===== src/rtl/mc_control_fsm.sv =====
// rtl/mc_control_fsm.sv - multicycle main control FSM for the ARM-subset processor
// Sequences FETCH..writeback and drives Moore control requests for CondLogic and the datapath.
module mc_control_fsm (
  input  logic       CLK,
  input  logic       RESET,
  input  logic [1:0] Op,
  input  logic [5:0] Funct,
  input  logic [3:0] Rd,
  output logic       PCS,
  output logic       RegW,
  output logic       MemW,
  output logic [1:0] FlagW,
  output logic       IRWrite,
  output logic       NextPC,
  output logic       AdrSrc,
  output logic [1:0] ResultSrc,
  output logic       ALUSrcA,
  output logic [1:0] ALUSrcB,
  output logic [1:0] ALUControl,
  output logic       Undef,
  output logic [3:0] State
);

  typedef enum logic [3:0] {
    S_FETCH  = 4'd0,
    S_DECODE = 4'd1,
    S_MEMADR = 4'd2,
    S_MEMRD  = 4'd3,
    S_MEMWB  = 4'd4,
    S_MEMWR  = 4'd5,
    S_EXECR  = 4'd6,
    S_EXECI  = 4'd7,
    S_ALUWB  = 4'd8,
    S_BRANCH = 4'd9
  } state_e;

  state_e state_q, state_d;

  logic [3:0] cmd;
  logic [1:0] alu_dec;
  logic [1:0] flag_dec;
  logic       no_write;
  logic       arith;
  logic       known;

  assign cmd = Funct[4:1];

  always_ff @(posedge CLK) begin
    if (RESET) state_q <= S_FETCH;
    else       state_q <= state_d;
  end

  // Funct decode: ALU op, compare-only qualifier and flag-update mask
  always_comb begin
    alu_dec  = 2'b00;
    no_write = 1'b0;
    arith    = 1'b0;
    known    = 1'b1;
    case (cmd)
      4'b0100: begin alu_dec = 2'b00; arith = 1'b1; end
      4'b0010: begin alu_dec = 2'b01; arith = 1'b1; end
      4'b0000: alu_dec = 2'b10;
      4'b1100: alu_dec = 2'b11;
      4'b1010: begin alu_dec = 2'b01; arith = 1'b1; no_write = 1'b1; end
      4'b1011: begin alu_dec = 2'b00; arith = 1'b1; no_write = 1'b1; end
      default: known = 1'b0;
    endcase
    if (no_write)   flag_dec = 2'b11;
    else if (known) flag_dec = {Funct[0], Funct[0] & arith};
    else            flag_dec = 2'b00;
  end

  always_comb begin
    state_d    = S_FETCH;
    PCS        = 1'b0;
    RegW       = 1'b0;
    MemW       = 1'b0;
    FlagW      = 2'b00;
    IRWrite    = 1'b0;
    NextPC     = 1'b0;
    AdrSrc     = 1'b0;
    ResultSrc  = 2'b00;
    ALUSrcA    = 1'b0;
    ALUSrcB    = 2'b00;
    ALUControl = 2'b00;
    Undef      = 1'b0;
    case (state_q)
      S_FETCH: begin
        IRWrite   = 1'b1;
        NextPC    = 1'b1;
        ALUSrcA   = 1'b1;
        ALUSrcB   = 2'b10;
        ResultSrc = 2'b10;
        state_d   = S_DECODE;
      end
      S_DECODE: begin
        ALUSrcA   = 1'b1;
        ALUSrcB   = 2'b10;
        ResultSrc = 2'b10;
        case (Op)
          2'b01:   state_d = S_MEMADR;
          2'b00:   state_d = Funct[5] ? S_EXECI : S_EXECR;
          2'b10:   state_d = S_BRANCH;
          default: begin
            state_d = S_FETCH;
            Undef   = 1'b1;
          end
        endcase
      end
      S_MEMADR: begin
        ALUSrcB = 2'b01;
        state_d = Funct[0] ? S_MEMRD : S_MEMWR;
      end
      S_MEMRD: begin
        AdrSrc  = 1'b1;
        state_d = S_MEMWB;
      end
      S_MEMWB: begin
        ResultSrc = 2'b01;
        RegW      = 1'b1;
        PCS       = (Rd == 4'd15);
      end
      S_MEMWR: begin
        AdrSrc = 1'b1;
        MemW   = 1'b1;
      end
      S_EXECR, S_EXECI: begin
        ALUSrcB    = (state_q == S_EXECI) ? 2'b01 : 2'b00;
        ALUControl = alu_dec;
        FlagW      = flag_dec;
        state_d    = S_ALUWB;
      end
      S_ALUWB: begin
        RegW = ~no_write;
        PCS  = (Rd == 4'd15) & ~no_write;
      end
      S_BRANCH: begin
        ALUSrcB   = 2'b01;
        ResultSrc = 2'b10;
        PCS       = 1'b1;
      end
      default: state_d = S_FETCH;
    endcase
    // Reset squashes every request in the same cycle, including an aborted write
    if (RESET) begin
      PCS        = 1'b0;
      RegW       = 1'b0;
      MemW       = 1'b0;
      FlagW      = 2'b00;
      IRWrite    = 1'b0;
      NextPC     = 1'b0;
      AdrSrc     = 1'b0;
      ResultSrc  = 2'b00;
      ALUSrcA    = 1'b0;
      ALUSrcB    = 2'b00;
      ALUControl = 2'b00;
      Undef      = 1'b0;
    end
  end

  assign State = RESET ? 4'd0 : state_q;

endmodule


===== config.mk =====
export PLATFORM = sky130hd
export DESIGN_NAME = mc_control_fsm
export DESIGN_NICKNAME = d
export VERILOG_FILES = /design/src/rtl/mc_control_fsm.sv
export SDC_FILE = /design/constraint.sdc
export NUM_CORES = 1
export LEC_CHECK = 0
export ABC_CLOCK_PERIOD_IN_PS = 1450
export BUFFER_PORTS_ARGS = -buffer_cell sky130_fd_sc_hd__buf_2
export CORE_UTILIZATION = 35
export CTS_BUF_LIST = sky130_fd_sc_hd__clkbuf_4 sky130_fd_sc_hd__clkbuf_8 sky130_fd_sc_hd__clkbuf_16
export DETAILED_ROUTE_END_ITERATION = 16
export PLACE_DENSITY = 0.79
export RECOVER_POWER = 25
export SYNTH_ARGS = -nofsm -noshare
export SYNTH_HDL_FRONTEND = slang
export SYNTH_SLANG_ARGS = --single-unit

===== constraint.sdc =====
create_clock -name CLK -period 1.45 [get_ports CLK]
set_input_delay 0.435 -clock CLK [delete_from_list [all_inputs] [get_ports CLK]]
set_output_delay 0.435 -clock CLK [all_outputs]
set_load 0.02 [all_outputs]

==> results.ini, run 1 <==
[synth]
synthMuxAreaShare_pct=0
ys_seq_area_share_pct=16.3
synth_xor_area_share_pct=3.57
yosys-top-cells-area=dfxtp_1 (16%), nor2b_1 (8.9%), nor2_1 (6.9%), a21oi_1 (6.1%), nand3b_1 (6.1%)
syn_area_per_cell_um2=6.81
syn_inst=72
synthDistinctLibCells=29
syn_nets=86
yosys.area.top_type_share_pct=16.3
synth_compound_area_share_pct=22.4
yosysWarningCount=0
netlist_area_um2=490
synthSimpleGateAreaFrac_pct=50.5
synth-seq-cells=4
synth_top_family_by_area=simple AND/OR/NAND/NOR gates
synth_area_leader_cell=dfxtp_1
synth_adder_area_share_pct=0

[clocking]
cts_root_buffer=clkbuf_4
cts_hold_buf=0
cts_made_buffers=3
cts_htree_levels=1
postCtsSetupRepairBufs=9
clock-sinks=4
cts.repair.resized=62
clk_path_buf_depth=2

[place]
place_ws_ns=-0.347
port_buffers=33
place_congestion=0.752
hpwl_um=1400

[floorplanning]
num_rows=13
die_x_um=39.4
boundaryPins=34
fp.dieH_um=39.4
initial_core_util_pct=37.7

[outcome]
outcome=aborted with a tool error
haltStage=clock tree synthesis
stop_error=[ERROR DPL-0033] detailed placement checks failed during check placement.

stage by stage:
step           area, um^2  TNS, ns  cells
3_5_place_dp          966    -3.73    138
3_3_place_gp          966    -3.56    138
2_1_floorplan         643    -1.76     72
Yosys cell counts, drive strengths merged:
library cell	instances
buf	6
o21a	1
a311oi	1
and2b	2
nor3	5
a21o	1
nor4	2
a2111oi	2
nand2b	3
nor2b	7
and4	1
or3b	1
xor2	1
nand2	1
nor3b	2
xnor2	1
nand3b	4
a21oi	7
or3	2
dfxtp	4
nand3	4
o21ai	3
a32oi	1
nor2	9
inv	1
logic make-up after synthesis:
group | count (synthesis)
xor gates and xnor gates | 2
and+or+nand+nor | 43
AOI/OAI and AO/OA | 16
buffers and inverters | 7
DFF | 4
==> inputs of run 2 (changes only) <==
ABC_CLOCK_PERIOD_IN_PS = 1900   (was 1450)
CORE_AREA = 2 2 63 65   (was default)
CORE_UTILIZATION = default   (was 35)
CTS_BUF_LIST = default   (was sky130_fd_sc_hd__clkbuf_4 sky130_fd_sc_hd__clkbuf_8 sky130_fd_sc_hd__clkbuf_16)
DIE_AREA = 0 0 65 67   (was default)
PLACE_DENSITY = default   (was 0.79)
PLACE_DENSITY_LB_ADDON = 0.15   (was default)
clock period = 1.9 ns   (was 1.45 ns; I/O delays follow)
==> run 2 against run 1 <==
The flow now finishes, with violations (negative setup slack). Synthesized area is the same. Synthesized cell count is the same.
==> results.ini, run 2 <==
[outcome]
outcome=complete, but fails checks
violations=negative setup slack

[routing]
dr.pass1.iters=2
drtIter0Drc=20
wirelength_um=1970
wl_per_cell_um=10.9
final_antenna_net_count=0
vias_per_cell=4.14
drc=0
vias=749

[worst_setup_path]
critPathSlowestCell=or3_4
crit_arrival_ns=1.47
timing.rr.end=state_q[2]
path_cells=buf_8 > buf_6 > or3_4 > nor3_4 > buf_6
required_ns=1.33
r2r-start=state_q[3]
path_common_cell=buf_6
crit_path_start_kind=input pin
endpoint_kind=output port
max_stage_delay_ns=0.37
path_max_fanout=5
r2r_cells=4
r2r_slack_ns=0.63
crit_type=input pin to output port

[synth]
synthDistinctLibCells=29  ; unchanged
syn_inst=72  ; unchanged
yosysWarningCount=0  ; unchanged
synthMostInstantiatedCell=nor2_1
synth_area_leader_cell=dfxtp_1
syn_nets=86  ; unchanged
ys_seq_area_share_pct=16.3  ; unchanged
ys_async_sr_fraction_pct=0  ; unchanged
syn_area_per_cell_um2=6.81  ; unchanged
synth-main-ff-cell=dfxtp_1
netlist_top_cells_count=nor2_1 (9), nor2b_1 (7), a21oi_1 (6)
netlist_area_um2=490  ; unchanged
synth-seq-cells=4  ; unchanged
yosys-top-cells-area=dfxtp_1 (16%), nor2b_1 (8.9%), nor2_1 (6.9%), a21oi_1 (6.1%), nand3b_1 (6.1%)
yosys.area.top_type_share_pct=16.3  ; unchanged
synth-edff-count=0  ; unchanged

[clocking]
clock-sinks=4  ; unchanged
clk_path_buf_depth=2  ; unchanged
clkTransAtPathRegs_ns=0.03
cts_hold_buf=0  ; unchanged
cts_tree=built
cts_made_buffers=3  ; unchanged
clk-insertion-delay-late_ns=0.22
cts_root_buffer=clkbuf_8
cts_htree_levels=1  ; unchanged

[sta]
setup_viol=13
hold_viol=0
fin_setup_tns_ns=-0.841
setup_slack_ns=-0.144
whs_ns=0.584
period_minus_slack_ns=2.04
relSlewSlack_pct=75.0
fmax_mhz=489
fin_crit_sh_pct=108
tightest_slew_ns=0.374
maxSlewViolCount=0
fin_skew_ns=0.00329
rsz0062_at_grt=yes

[layout]
reg_top3=state_q x4
drive_above_1_share_pct=69.2
finalCoreUtilization_pct=33.9
fin_nets=149
final_common_cell=buf_4
largest_register=state_q
area_delta_synth_final_pct=149
n_antenna_cell=0
largest_reg_flops=4
layout_common_cells=buf_4 (36), buf_2 (14), buf_6 (12)

[power]
p_leak_nw=0.508
power_density_mw_per_mm2=438
vdd_drop_max_mv=0.251

[global_routing]
grt_overflow=0
grt_pass1_vias=699
antenna_found_initial=0
grt_max_degree=9
grt_pass1_wl_um=3000
grt_use_total_pct=8.75

[place]
hpwl_um=1400  ; about the same
port_buffers=33  ; unchanged
place_congestion=0.752  ; about the same

[hold_path]
hold_path_class=flop to flop
hold_start=state_q[0]
whs_path_depth=2
hold_end=state_q[0]

[floorplanning]
die_area_mm2=0.00436
initial_core_util_pct=13.6  ; -24 points
num_rows=22  ; +9
die_x_um=65  ; +65%
fp.dieH_um=67  ; +70%
coreArea_mm2=0.00361
boundaryPins=34  ; unchanged

[flow_run]
maxCapViolCount=0

[run 2: metal layers]
layer	routed length, um	track usage (%)
met5	0	0
met1	854	10.8
met4	0	2.39
met3	120	2.36
met2	994	14.9
[run 2: worst max-delay path by stage]
stage,end,slack (ns),startpoint
2_1_floorplan,ResultSrc[1],-0.12,state_q[0]
3_3_place_gp,NextPC,-0.23,RESET
3_5_place_dp,NextPC,-0.26,RESET
4_1_cts,NextPC,-0.14,RESET
5_1_grt,NextPC,-0.17,RESET
6_report,NextPC,-0.14,RESET
[run 2: kinds of logic after synthesis]
family,synth area share [%]
buf+inv,7.14
simple gates,50.5
xor+xnor,3.57
compound gates,22.4
flops,16.3
[run 2: layout make-up]
type                            instances  area, um^2
Multi-Input combinational cell         61         522
Fill cell                             386        2380
Sequential cell                         4        90.1
Inverter                                1        3.75
Tap cell                               48        60.1
Timing Repair Buffer                   64         505
Clock buffer                            3        41.3
[run 2: worst max-delay path: cells and delay by family]
family	cells	cell delay, ns
buffers and inverters	3	0.35
AND/OR/NAND/NOR	2	0.54
[run 2: timing repair]
action	in CTS	in global routing
pin swaps	9	5
gates resized for setup	31	32
buffers inserted	8	6
setup endpoints to repair	15	18
[run 2: stage by stage]
stage / instances / setup slack, ns / power, mW / cell area, um^2
after floorplan: 72 / -0.121 / 0.197 / 534
after global placement: 166 / -0.228 / 0.279 / 871
after detailed placement: 166 / -0.260 / 0.278 / 871
after CTS: 177 / -0.136 / 0.495 / 1060
after global routing: 181 / -0.165 / 0.564 / 1220
final: 181 / -0.144 / 0.535 / 1220
[run 2: power by group]
group	total, mW	leakage, nW	switching, mW	internal (mW)
Clock	0.182	0.0216	0.0471	0.135
Sequential	0.0978	0.0350	0.00695	0.0908
Combinational	0.255	0.452	0.124	0.131
Total	0.535	0.508	0.178	0.357
(Power assumes the default switching activity.)
